[src/rtl/count_capture_fifo.sv]
`default_nettype none
// ============================================================================
// Module      : count_capture_fifo
// Description : Snapshots a live count into a FIFO on qualified capture-pin
//               edges; drained and configured over a Wishbone slave port.
// Revision    : 1.0 - initial release
// ============================================================================
module count_capture_fifo #(
  parameter int BITS  = 16,
  parameter int DEPTH = 8
) (
  input  logic            clk,
  input  logic            reset,
  input  logic            wb_valid,
  input  logic            wb_we,
  input  logic [3:0]      wb_sel,
  input  logic [3:0]      wb_adr,
  input  logic [31:0]     wb_wdata,
  output logic            wb_ack,
  output logic [31:0]     wb_rdata,
  input  logic [BITS-1:0] count,
  input  logic            cap_in,
  output logic            irq
);

  localparam int LVLW = $clog2(DEPTH) + 1;
  localparam int AW   = $clog2(DEPTH);

  localparam logic [1:0] c_ADR_DATA   = 2'd0;
  localparam logic [1:0] c_ADR_STATUS = 2'd1;
  localparam logic [1:0] c_ADR_CTRL   = 2'd2;
  localparam logic [1:0] c_ADR_CMD    = 2'd3;

  logic [7:0]      r_ctrl;
  logic            r_sync1, r_sync2, r_hist;
  logic [BITS-1:0] r_mem [DEPTH];
  logic [AW-1:0]   r_wptr, r_rptr;
  logic [LVLW-1:0] r_level;
  logic            r_ovf;
  logic            r_ack;
  logic [31:0]     r_rdata;
  logic            r_irq;

  logic        w_enable, w_fall_mode, w_both, w_ovf_ie;
  logic [3:0]  w_thresh;
  logic        w_rise, w_fall, w_push;
  logic        w_req, w_pop, w_ctrl_wr, w_cmd_wr, w_flush, w_ovf_clr;
  logic        w_empty, w_full, w_push_ok, w_ovf_set, w_irq_next;
  logic [1:0]  w_reg;
  logic [31:0] w_rd_val;
  logic        w_unused;

  assign w_enable    = r_ctrl[0];
  assign w_fall_mode = r_ctrl[1];
  assign w_both      = r_ctrl[2];
  assign w_ovf_ie    = r_ctrl[3];
  assign w_thresh    = r_ctrl[7:4];

  // Edge detect between the synchronised pin and its one-cycle history
  assign w_rise = r_sync2 & ~r_hist;
  assign w_fall = ~r_sync2 & r_hist;
  assign w_push = w_enable & (w_both ? (w_rise | w_fall) : (w_fall_mode ? w_fall : w_rise));

  assign w_reg     = wb_adr[3:2];
  assign w_req     = wb_valid & ~r_ack;
  assign w_empty   = (r_level == '0);
  assign w_full    = (r_level == LVLW'(DEPTH));
  assign w_pop     = w_req & ~wb_we & (w_reg == c_ADR_DATA) & ~w_empty;
  assign w_ctrl_wr = w_req & wb_we & (w_reg == c_ADR_CTRL) & wb_sel[0];
  assign w_cmd_wr  = w_req & wb_we & (w_reg == c_ADR_CMD);
  assign w_flush   = w_cmd_wr & wb_wdata[0];
  assign w_ovf_clr = w_cmd_wr & wb_wdata[1];

  // A pop on the same edge frees the slot, so a push at full still lands
  assign w_push_ok = w_push & ~w_flush & (~w_full | w_pop);
  assign w_ovf_set = w_push & ~w_flush & w_full & ~w_pop;

  assign w_irq_next = ((w_thresh != 4'd0) && (8'(r_level) >= 8'(w_thresh))) ||
                      (w_ovf_ie && r_ovf);

  assign w_unused = ^{wb_adr[1:0], wb_sel[3:1], wb_wdata[31:8]};

  always_comb begin
    w_rd_val = '0;
    case (w_reg)
      c_ADR_DATA:   w_rd_val = w_empty ? 32'd0 : 32'(r_mem[r_rptr]);
      c_ADR_STATUS: begin
        w_rd_val[LVLW-1:0] = r_level;
        w_rd_val[8]        = w_empty;
        w_rd_val[9]        = w_full;
        w_rd_val[10]       = r_ovf;
      end
      c_ADR_CTRL:   w_rd_val = {24'd0, r_ctrl};
      c_ADR_CMD:    w_rd_val = '0;
      default:      w_rd_val = '0;
    endcase
  end

  always_ff @(posedge clk) begin
    if (reset) begin
      r_sync1 <= 1'b0;
      r_sync2 <= 1'b0;
      r_hist  <= 1'b0;
    end else begin
      r_sync1 <= cap_in;
      r_sync2 <= r_sync1;
      r_hist  <= r_sync2;
    end
  end

  always_ff @(posedge clk) begin
    if (reset) begin
      r_ack   <= 1'b0;
      r_rdata <= '0;
      r_ctrl  <= '0;
    end else begin
      r_ack <= w_req;
      if (w_req) begin
        r_rdata <= w_rd_val;
      end
      if (w_ctrl_wr) begin
        r_ctrl <= wb_wdata[7:0];
      end
    end
  end

  always_ff @(posedge clk) begin
    if (w_push_ok) begin
      r_mem[r_wptr] <= count;
    end
  end

  always_ff @(posedge clk) begin
    if (reset || w_flush) begin
      r_wptr  <= '0;
      r_rptr  <= '0;
      r_level <= '0;
    end else begin
      if (w_push_ok) begin
        r_wptr <= r_wptr + 1'b1;
      end
      if (w_pop) begin
        r_rptr <= r_rptr + 1'b1;
      end
      if (w_push_ok && !w_pop) begin
        r_level <= r_level + 1'b1;
      end else if (!w_push_ok && w_pop) begin
        r_level <= r_level - 1'b1;
      end
    end
  end

  // A drop on the same edge as a clear leaves the flag set
  always_ff @(posedge clk) begin
    if (reset) begin
      r_ovf <= 1'b0;
      r_irq <= 1'b0;
    end else begin
      if (w_ovf_set) begin
        r_ovf <= 1'b1;
      end else if (w_ovf_clr) begin
        r_ovf <= 1'b0;
      end
      r_irq <= w_irq_next;
    end
  end

  assign wb_ack   = r_ack;
  assign wb_rdata = r_rdata;
  assign irq      = r_irq;

endmodule
`default_nettype wire

[config.mk]
export PLATFORM = sky130hd
export DESIGN_NAME = count_capture_fifo
export DESIGN_NICKNAME = d
export VERILOG_FILES = /design/src/rtl/count_capture_fifo.sv
export SDC_FILE = /design/constraint.sdc
export NUM_CORES = 1
export LEC_CHECK = 0
export CAP_MARGIN = 20
export CELL_PAD_IN_SITES_DETAIL_PLACEMENT = 0
export CELL_PAD_IN_SITES_GLOBAL_PLACEMENT = 1
export CORE_MARGIN = 2
export CORE_UTILIZATION = 57
export DETAILED_ROUTE_END_ITERATION = 10
export DONT_BUFFER_PORTS = 1
export PLACE_DENSITY = 0.9
export RECOVER_POWER = 25
export SETUP_SLACK_MARGIN = 0.5
export SYNTH_ARGS = -nofsm -noshare
export SYNTH_HDL_FRONTEND = slang
export SYNTH_SLANG_ARGS = --single-unit
export TNS_END_PERCENT = 20
[constraint.sdc]
create_clock -name clk -period 6.9 [get_ports clk]
set_clock_uncertainty 0.2 [all_clocks]
set_input_delay 2.07 -clock clk [delete_from_list [all_inputs] [get_ports clk]]
set_output_delay 2.07 -clock clk [all_outputs]
set_load 0.005 [all_outputs]
**Word-level counts from Yosys, hierarchy flattened**

Memories as Yosys holds them, arrays and structs flattened. A register that Yosys moved wholly into a read port is not among the register bits.
Cells that the tools add are included.

- Output and inout bits: 34
- RAM bits: 128
- Flip-flop bits (word level): 56
- Memories: 1
- Input bits: 61
- Logic and storage cells: 77

- Add/subtract/negate cells: 4
- Eq/ne operators: 4
- Bitwise gates (word level): 27
- Reductions and logical operators: 14
- $lt $le $gt $ge: 1
- Muxes and demuxes: 15

Memories:

| memory | depth | bits a word | rd ports | clocked after Yosys merged registers in | write ports | line | RTL |
|---|---|---|---|---|---|---|---|
| r_mem | 8 | 16 | 1 | 1 | 1 | 36 | `logic [BITS-1:0] r_mem [DEPTH];` |

Operators with widths:

| operator | number |
|---|---|
| 1-bit bitwise AND | 17 |
| 16-bit 2-to-1 mux | 1 |
| 4-bit one-hot mux with 4 select lines | 1 |
| 3-bit one-hot mux with 3 select lines | 1 |
| 4-bit 2-to-1 mux | 2 |
| 1-bit inverter | 8 |
| 4-bit one-hot mux with 2 select lines | 1 |
| 3-bit by 1-bit adder with 3-bit output, second input constant | 2 |
| 1-bit 2-to-1 mux | 6 |
| 3-bit 2-to-1 mux | 2 |
| 5-bit 2-to-1 mux | 1 |
| 4-bit by 1-bit adder with 4-bit output, second input constant | 1 |
| 2-bit equality test, second input constant | 2 |
| 4-bit equality test, second input constant | 1 |
| 4-bit >= comparator | 1 |
| 1-bit logical AND | 4 |
| 4-bit logical NOT | 1 |
| 2-bit nonzero test | 2 |
| 4-bit nonzero test | 1 |
| 4-bit by 1-bit subtractor with 4-bit output, second input constant | 1 |
| 2-bit by 1-bit equality test with 1-bit output, second input constant | 1 |
| 1-bit logical NOT | 2 |
| 2-bit logical NOT | 1 |
| 1-bit logical OR | 2 |
| 2 further kinds | 3 |

**Longest topological paths before layout**

- Depth in word-level cells: 12
- Depth in mapped cells: 13
- Mapped depth without buffers: 13

**Worst setup path after synthesis**

Ideal clock, no wire load.

- Kind: input to register
- Start point: input port wb_adr[3]
- End point: register r_level[3]
- Required time: 6.630 ns
- Setup time: 0.070 ns
- Arrival time: 4.377 ns
- Stages on the path: 11
- Setup slack: 2.253 ns
- Cells stage by stage: or2_4 > o311a_4 > nor3_4 > ha_1 > inv_1 > ha_1 > a21o_1 > a21oi_1 > xnor2_1 > or3_1 > a21oi_1

- Cells in the longest elaborated chain, start to end: 9
- Elaborated cells between the ends (all ways): 17
- Those cells by class: 1 x eq/ne; 1 x mux; 8 x bitwise; 7 x reduce/logical

RTL lines:

| element | line | RTL |
|---|---|---|
| from (decl) | 17 | `input logic [3:0] wb_adr,` |
| 2-bit equality test | 70 | `assign w_cmd_wr = w_req & wb_we & (w_reg == c_ADR_CMD);` |
| 1-bit bitwise AND | 70 |  |
| 1-bit bitwise AND | 71 | `assign w_flush = w_cmd_wr & wb_wdata[0];` |
| 1-bit inverter | 75 | `assign w_push_ok = w_push & ~w_flush & (~w_full \| w_pop);` |
| 1-bit bitwise AND | 75 |  |
| 1-bit bitwise AND (*) | 75 |  |
| named net w_push_ok | 48 | `logic w_empty, w_full, w_push_ok, w_ovf_set, w_irq_next;` |
| 1-bit logical NOT | 147 | `end else if (!w_push_ok && w_pop) begin` |
| 1-bit logical AND | 147 |  |
| 2-bit nonzero test (no source line) | n/a |  |
| to (signal assigned) | 146 | `r_level <= r_level + 1'b1;` |
| to (signal assigned) | 148 | `r_level <= r_level - 1'b1;` |
| to (decl) | 38 | `logic [LVLW-1:0] r_level;` |

Mark *: on every way through the listed nets, which the timed path passes. The rest lies on a longest branch.
A chain may end at the register's enable or synchronous reset.

**Worst setup path in the final report**

- Start point: input port wb_valid
- End point: register r_level[3]

- Cells in the longest elaborated chain, start to end: 10
- Elaborated cells between the ends (all ways): 18
- Those cells by class: 1 x mux; 11 x bitwise; 6 x reduce/logical

RTL lines:

| element | line | RTL |
|---|---|---|
| from (decl) | 14 | `input logic wb_valid,` |
| 1-bit bitwise AND (*) | 65 | `assign w_req = wb_valid & ~r_ack;` |
| 1-bit bitwise AND (2 in series) | 70 |  |
| 1-bit bitwise AND | 71 |  |
| 1-bit inverter | 75 |  |
| 1-bit bitwise AND | 75 |  |
| 1-bit bitwise AND (*) | 75 |  |
| named net w_push_ok | 48 |  |
| 1-bit logical NOT | 147 |  |
| 1-bit logical AND | 147 |  |
| 2-bit nonzero test (no source line) | n/a |  |

Marked as above.

==> flow_summary.html <==
<table>
<tr><th>Metric</th><th>Value</th></tr>
<tr><th colspan="2">Global routing</th></tr>
<tr><td>Maximum number of pins on one net before global-route repair</td><td>33</td></tr>
<tr><td>Remaining global-route overflow</td><td>0</td></tr>
<tr><td>Via count of the first global-routing pass</td><td>~3600</td></tr>
<tr><td>Combined global-route utilization of all metal layers</td><td>0.213</td></tr>
<tr><td>First-pass GRT wire length</td><td>19.7 mm</td></tr>
<tr><td>Initial antenna violation count</td><td>0</td></tr>
<tr><th colspan="2">Cells and area</th></tr>
<tr><td>Final net count</td><td>493</td></tr>
<tr><td>Final non-filler cell total</td><td>580</td></tr>
<tr><td>Share of final-layout standard cells stronger than drive strength 1</td><td>0.196</td></tr>
<tr><td>Layout-stage area growth over the synthesis result</td><td>10.0%</td></tr>
<tr><td>Commonest non-fill, non-tap cells in the layout</td><td>128 x sky130_fd_sc_hd__edfxtp_1, 42 x sky130_fd_sc_hd__dfxtp_1, 38 x sky130_fd_sc_hd__nor2_1</td></tr>
<tr><td>Commonest non-fill, non-tap cell in the layout</td><td>sky130_fd_sc_hd__edfxtp_1</td></tr>
<tr><td>Antenna fix cells</td><td>0</td></tr>
<tr><td>Area of all placed cells without fillers</td><td>around 7500 µm²</td></tr>
<tr><td>Final core utilization</td><td>0.635</td></tr>
<tr><th colspan="2">Run status</th></tr>
<tr><td>Run status</td><td>complete, no violations</td></tr>
<tr><th colspan="2">Synthesis</th></tr>
<tr><td>Number of flops mapped to enable cells by yosys</td><td>approximately 130</td></tr>
<tr><td>Mean Syn Cell Area</td><td>16.4 µm²</td></tr>
<tr><td>Syn Std Cell Area</td><td>between 6000 and 7000 µm²</td></tr>
<tr><td>Sequential-to-total area share from yosys stat</td><td>0.687</td></tr>
<tr><td>Count of unique library cells instantiated by Yosys</td><td>45</td></tr>
<tr><td>Total of flip-flops plus latches after synthesis</td><td>171</td></tr>
<tr><td>Post-synth ARST share</td><td>0</td></tr>
<tr><td>Post-synth top flop</td><td>sky130_fd_sc_hd__edfxtp_1</td></tr>
<tr><td>Number of cells produced by synthesis</td><td>418</td></tr>
<tr><td>Number of warnings issued by yosys</td><td>0</td></tr>
<tr><th colspan="2">Worst setup path</th></tr>
<tr><td>Critical path data required time</td><td>7.06 ns</td></tr>
<tr><td>End of the worst register-to-register path</td><td>r_level[3]$_SDFFE_PP0P_</td></tr>
<tr><td>Worst reg2reg path startpoint</td><td>wb_ack$_SDFF_PP0_</td></tr>
<tr><td>Sort of element at the end of the critical path</td><td>register</td></tr>
<tr><td>Launching element of the worst setup path</td><td>wb_valid</td></tr>
<tr><td>Crit path kind</td><td>input pin to register</td></tr>
<tr><td>Cell depth of the worst flop-to-flop path</td><td>11</td></tr>
<tr><td>Worst setup path endpoint</td><td>r_level[3]$_SDFFE_PP0P_</td></tr>
<tr><td>Sort of element at the start of the critical path</td><td>input pin</td></tr>
<tr><td>Setup slack of the worst register-to-register path</td><td>3.52 ns</td></tr>
<tr><td>Arrival time of data at the critical path endpoint</td><td>4.72 ns</td></tr>
<tr><td>Maximum fanout count along the critical path</td><td>14</td></tr>
<tr><th colspan="2">Drt</th></tr>
<tr><td>Detail Route Antenna Nets</td><td>0</td></tr>
<tr><td>Final wirelength</td><td>roughly 13 mm</td></tr>
<tr><td>Total number of vias</td><td>3456</td></tr>
<tr><td>DRC violation count after routing</td><td>0</td></tr>
<tr><td>Detailed router's first-iteration violation count</td><td>283</td></tr>
<tr><td>Number of iterations in the first detailed-routing pass</td><td>4</td></tr>
<tr><td>Avg Vias per Cell</td><td>5.96</td></tr>
<tr><td>Detailed-route wire length per cell</td><td>21.9 µm</td></tr>
<tr><th colspan="2">Die</th></tr>
<tr><td>Top-level I/O count</td><td>95</td></tr>
<tr><td>X dimension of the die</td><td>about 110 µm</td></tr>
<tr><td>Initial standard-cell utilization of the core</td><td>0.577</td></tr>
<tr><td>Floorplan die area</td><td>about 13000 µm²</td></tr>
<tr><td>Die Y-Extent</td><td>114 µm</td></tr>
<tr><td>Core Region</td><td>approximately 12000 µm²</td></tr>
<tr><td>Standard-cell row count</td><td>40</td></tr>
<tr><th colspan="2">Clocking</th></tr>
<tr><td>Clock root buffer</td><td>sky130_fd_sc_hd__clkbuf_16</td></tr>
<tr><td>Total number of clock tree sinks</td><td>171</td></tr>
<tr><td>CTS tree</td><td>built</td></tr>
<tr><td>Clock edge transition at the registers on the reported setup and hold paths</td><td>around 0.060 ns</td></tr>
<tr><td>Post-CTS Setup Bufs</td><td>0</td></tr>
<tr><td>Post-CTS Resized</td><td>0</td></tr>
<tr><td>Clock Tree Buf Depth</td><td>2</td></tr>
<tr><td>Source-to-sink clock delay at the later pin of the worst-skew pair</td><td>0.43 ns</td></tr>
<tr><td>Max H-tree Level</td><td>4</td></tr>
<tr><td>CTS Hold Buffers Added</td><td>0</td></tr>
<tr><td>Clock buffers created by TritonCTS</td><td>17</td></tr>
<tr><th colspan="2">Power and ir drop</th></tr>
<tr><td>Worst IR Drop VDD</td><td>~0.34 mV</td></tr>
<tr><td>Power per cell area</td><td>274 nW/µm²</td></tr>
<tr><td>Net switching power</td><td>413 µW</td></tr>
<tr><td>Part of the total power dissipated in the clock network</td><td>0.448</td></tr>
<tr><td>Logic gate share of total power</td><td>0.012</td></tr>
<tr><td>Leak</td><td>about 2.4 nW</td></tr>
<tr><td>Part of the total power dissipated in sequential elements</td><td>0.540</td></tr>
<tr><td>Switching share of power</td><td>0.200</td></tr>
<tr><td>Cell internal pwr</td><td>between 1.5 and 2 mW</td></tr>
<tr><th colspan="2">Place</th></tr>
<tr><td>Area post-placement</td><td>6960 µm²</td></tr>
<tr><td>Number of I/O port buffers</td><td>0</td></tr>
<tr><td>Dpl cells</td><td>roughly 550</td></tr>
<tr><td>Placed wire-length estimate after detailed placement</td><td>about 8.0 mm</td></tr>
<tr><td>Placer Congestion</td><td>a little over 0.8</td></tr>
<tr><th colspan="2">Timing</th></tr>
<tr><td>WHS</td><td>0.243 ns</td></tr>
<tr><td>Share of the clock period used by the worst path after layout</td><td>0.662</td></tr>
<tr><td>Min Tclk post-route</td><td>~4.6 ns</td></tr>
<tr><td>Final count of hold timing violations</td><td>0</td></tr>
<tr><td>Relative slew margins</td><td>0.321</td></tr>
<tr><td>Number of pins exceeding their max-slew limit in the final report</td><td>0</td></tr>
<tr><td>Setup violation total in the final timing report</td><td>0</td></tr>
<tr><td>RSZ-0062 raised after global routing</td><td>no</td></tr>
<tr><td>Slew at the pin with the worst max-slew slack</td><td>1.02 ns</td></tr>
<tr><td>Setup TNS Final</td><td>0 ns</td></tr>
<tr><td>F_max</td><td>0.219 GHz</td></tr>
<tr><th colspan="2">Worst hold path</th></tr>
<tr><td>Class of the worst hold path</td><td>register to register</td></tr>
<tr><td>Hold Path Cell Cnt</td><td>1</td></tr>
<tr><th colspan="2">Job</th></tr>
<tr><td>Reported max-cap violation count</td><td>0</td></tr>
</table>
layer usage:
metal,GRT usage,routed length [µm],vias up
met5,0,0,-
met4,0.0797,229,0
met3,0.0802,1130,15
met2,0.333,6110,140
met1,0.277,5210,1723
li1,-,-,1578
sequential cells by signal, summed over array words and instances, names as in the netlist, named ones only:
register  count
irq           1
r_ctrl        8
r_hist        1
r_level       4
r_mem       128
r_ovf         1
r_rptr        3
r_sync1       1
r_sync2       1
r_wptr        3
wb_ack        1
wb_rdata     16
power groups by stage:
stage                     Clock, mW  Sequential (mW)  Combinational [mW]
after floorplan                   0             1.14              0.0297
after global placement            0             1.14              0.0248
after detailed placement          0             1.14              0.0254
after CTS                     0.942             1.12              0.0256
after global routing          0.981             1.12              0.0295
final                         0.924             1.12              0.0257
cell families (layout without fill, tap and decap cells):
group / after synthesis / after routing / share of synthesized area
flip-flops: 171 / 171 / 0.687
buffers and inverters: 45 / 45 / 0.0349
other: 1 / 16 / 0.000548
multiplexers: 49 / 49 / 0.130
AO/OA/AOI/OAI: 50 / 50 / 0.0506
adder cells (fa/ha/maj): 12 / 12 / 0.0230
AND/OR/NAND/NOR: 83 / 83 / 0.0645
XOR/XNOR: 7 / 7 / 0.00895
worst min path at each step:
| stage | endpoint | slack, ns | start |
|---|---|---|---|
| final | r_sync2$_SDFF_PP0_ | 0.24 | r_sync1$_SDFF_PP0_ |
| after global routing | r_sync2$_SDFF_PP0_ | 0.25 | r_sync1$_SDFF_PP0_ |
| after CTS | r_sync2$_SDFF_PP0_ | 0.24 | r_sync1$_SDFF_PP0_ |
| after detailed placement | r_sync2$_SDFF_PP0_ | 0.23 | r_sync1$_SDFF_PP0_ |
| after global placement | r_sync2$_SDFF_PP0_ | 0.23 | r_sync1$_SDFF_PP0_ |
| after floorplan | r_sync2$_SDFF_PP0_ | 0.21 | r_sync1$_SDFF_PP0_ |
through the flow:
stage,setup slack (ns),power (mW)
4_1_cts,2.37,2.08
5_1_grt,2.11,2.13
3_3_place_gp,1.99,1.16
2_1_floorplan,2.25,1.17
6_report,2.33,2.07
3_5_place_dp,1.92,1.16
worst max-delay path, stage by stage:
cell and delay, ns:
sky130_fd_sc_hd__nand2b_1 0.29, sky130_fd_sc_hd__nor3_1 0.70, sky130_fd_sc_hd__nor3_4 0.15, sky130_fd_sc_hd__ha_1 0.26, sky130_fd_sc_hd__inv_1 0.12, sky130_fd_sc_hd__ha_1 0.24
sky130_fd_sc_hd__a21o_1 0.17, sky130_fd_sc_hd__a21oi_1 0.17, sky130_fd_sc_hd__xnor2_1 0.09, sky130_fd_sc_hd__or3_1 0.31, sky130_fd_sc_hd__a21oi_1 0.14
cell usage after synthesis, types with 10 or more instances:
library cell | n | area share
sky130_fd_sc_hd__edfxtp_1 | 128 | 0.56
sky130_fd_sc_hd__dfxtp_1 | 43 | 0.13
sky130_fd_sc_hd__nor2_1 | 38 | 0.021
sky130_fd_sc_hd__mux4_2 | 32 | 0.11
sky130_fd_sc_hd__buf_4 | 16 | 0.018
sky130_fd_sc_hd__mux2i_1 | 16 | 0.023
sky130_fd_sc_hd__nand2_1 | 14 | 0.0077
sky130_fd_sc_hd__a21oi_1 | 12 | 0.0088
sky130_fd_sc_hd__a22oi_1 | 11 | 0.012
sky130_fd_sc_hd__clkbuf_1 | 11 | 0.0060
sky130_fd_sc_hd__ha_1 | 11 | 0.020
sky130_fd_sc_hd__a211oi_1 | 10 | 0.011
layout make-up:
| class | instances | area [µm²] |
|---|---|---|
| timing repair buffer | 5 | 37.5 |
| multi-input combinational | 217 | 2000 |
| tap | 147 | 184 |
| clock inverter | 15 | 149 |
| clock buffer | 17 | 425 |
| inverter | 8 | 30.0 |
| fill | 815 | 4330 |
| sequential | 171 | 4710 |
No activity file was read; power rests on OpenSTA's default activity.
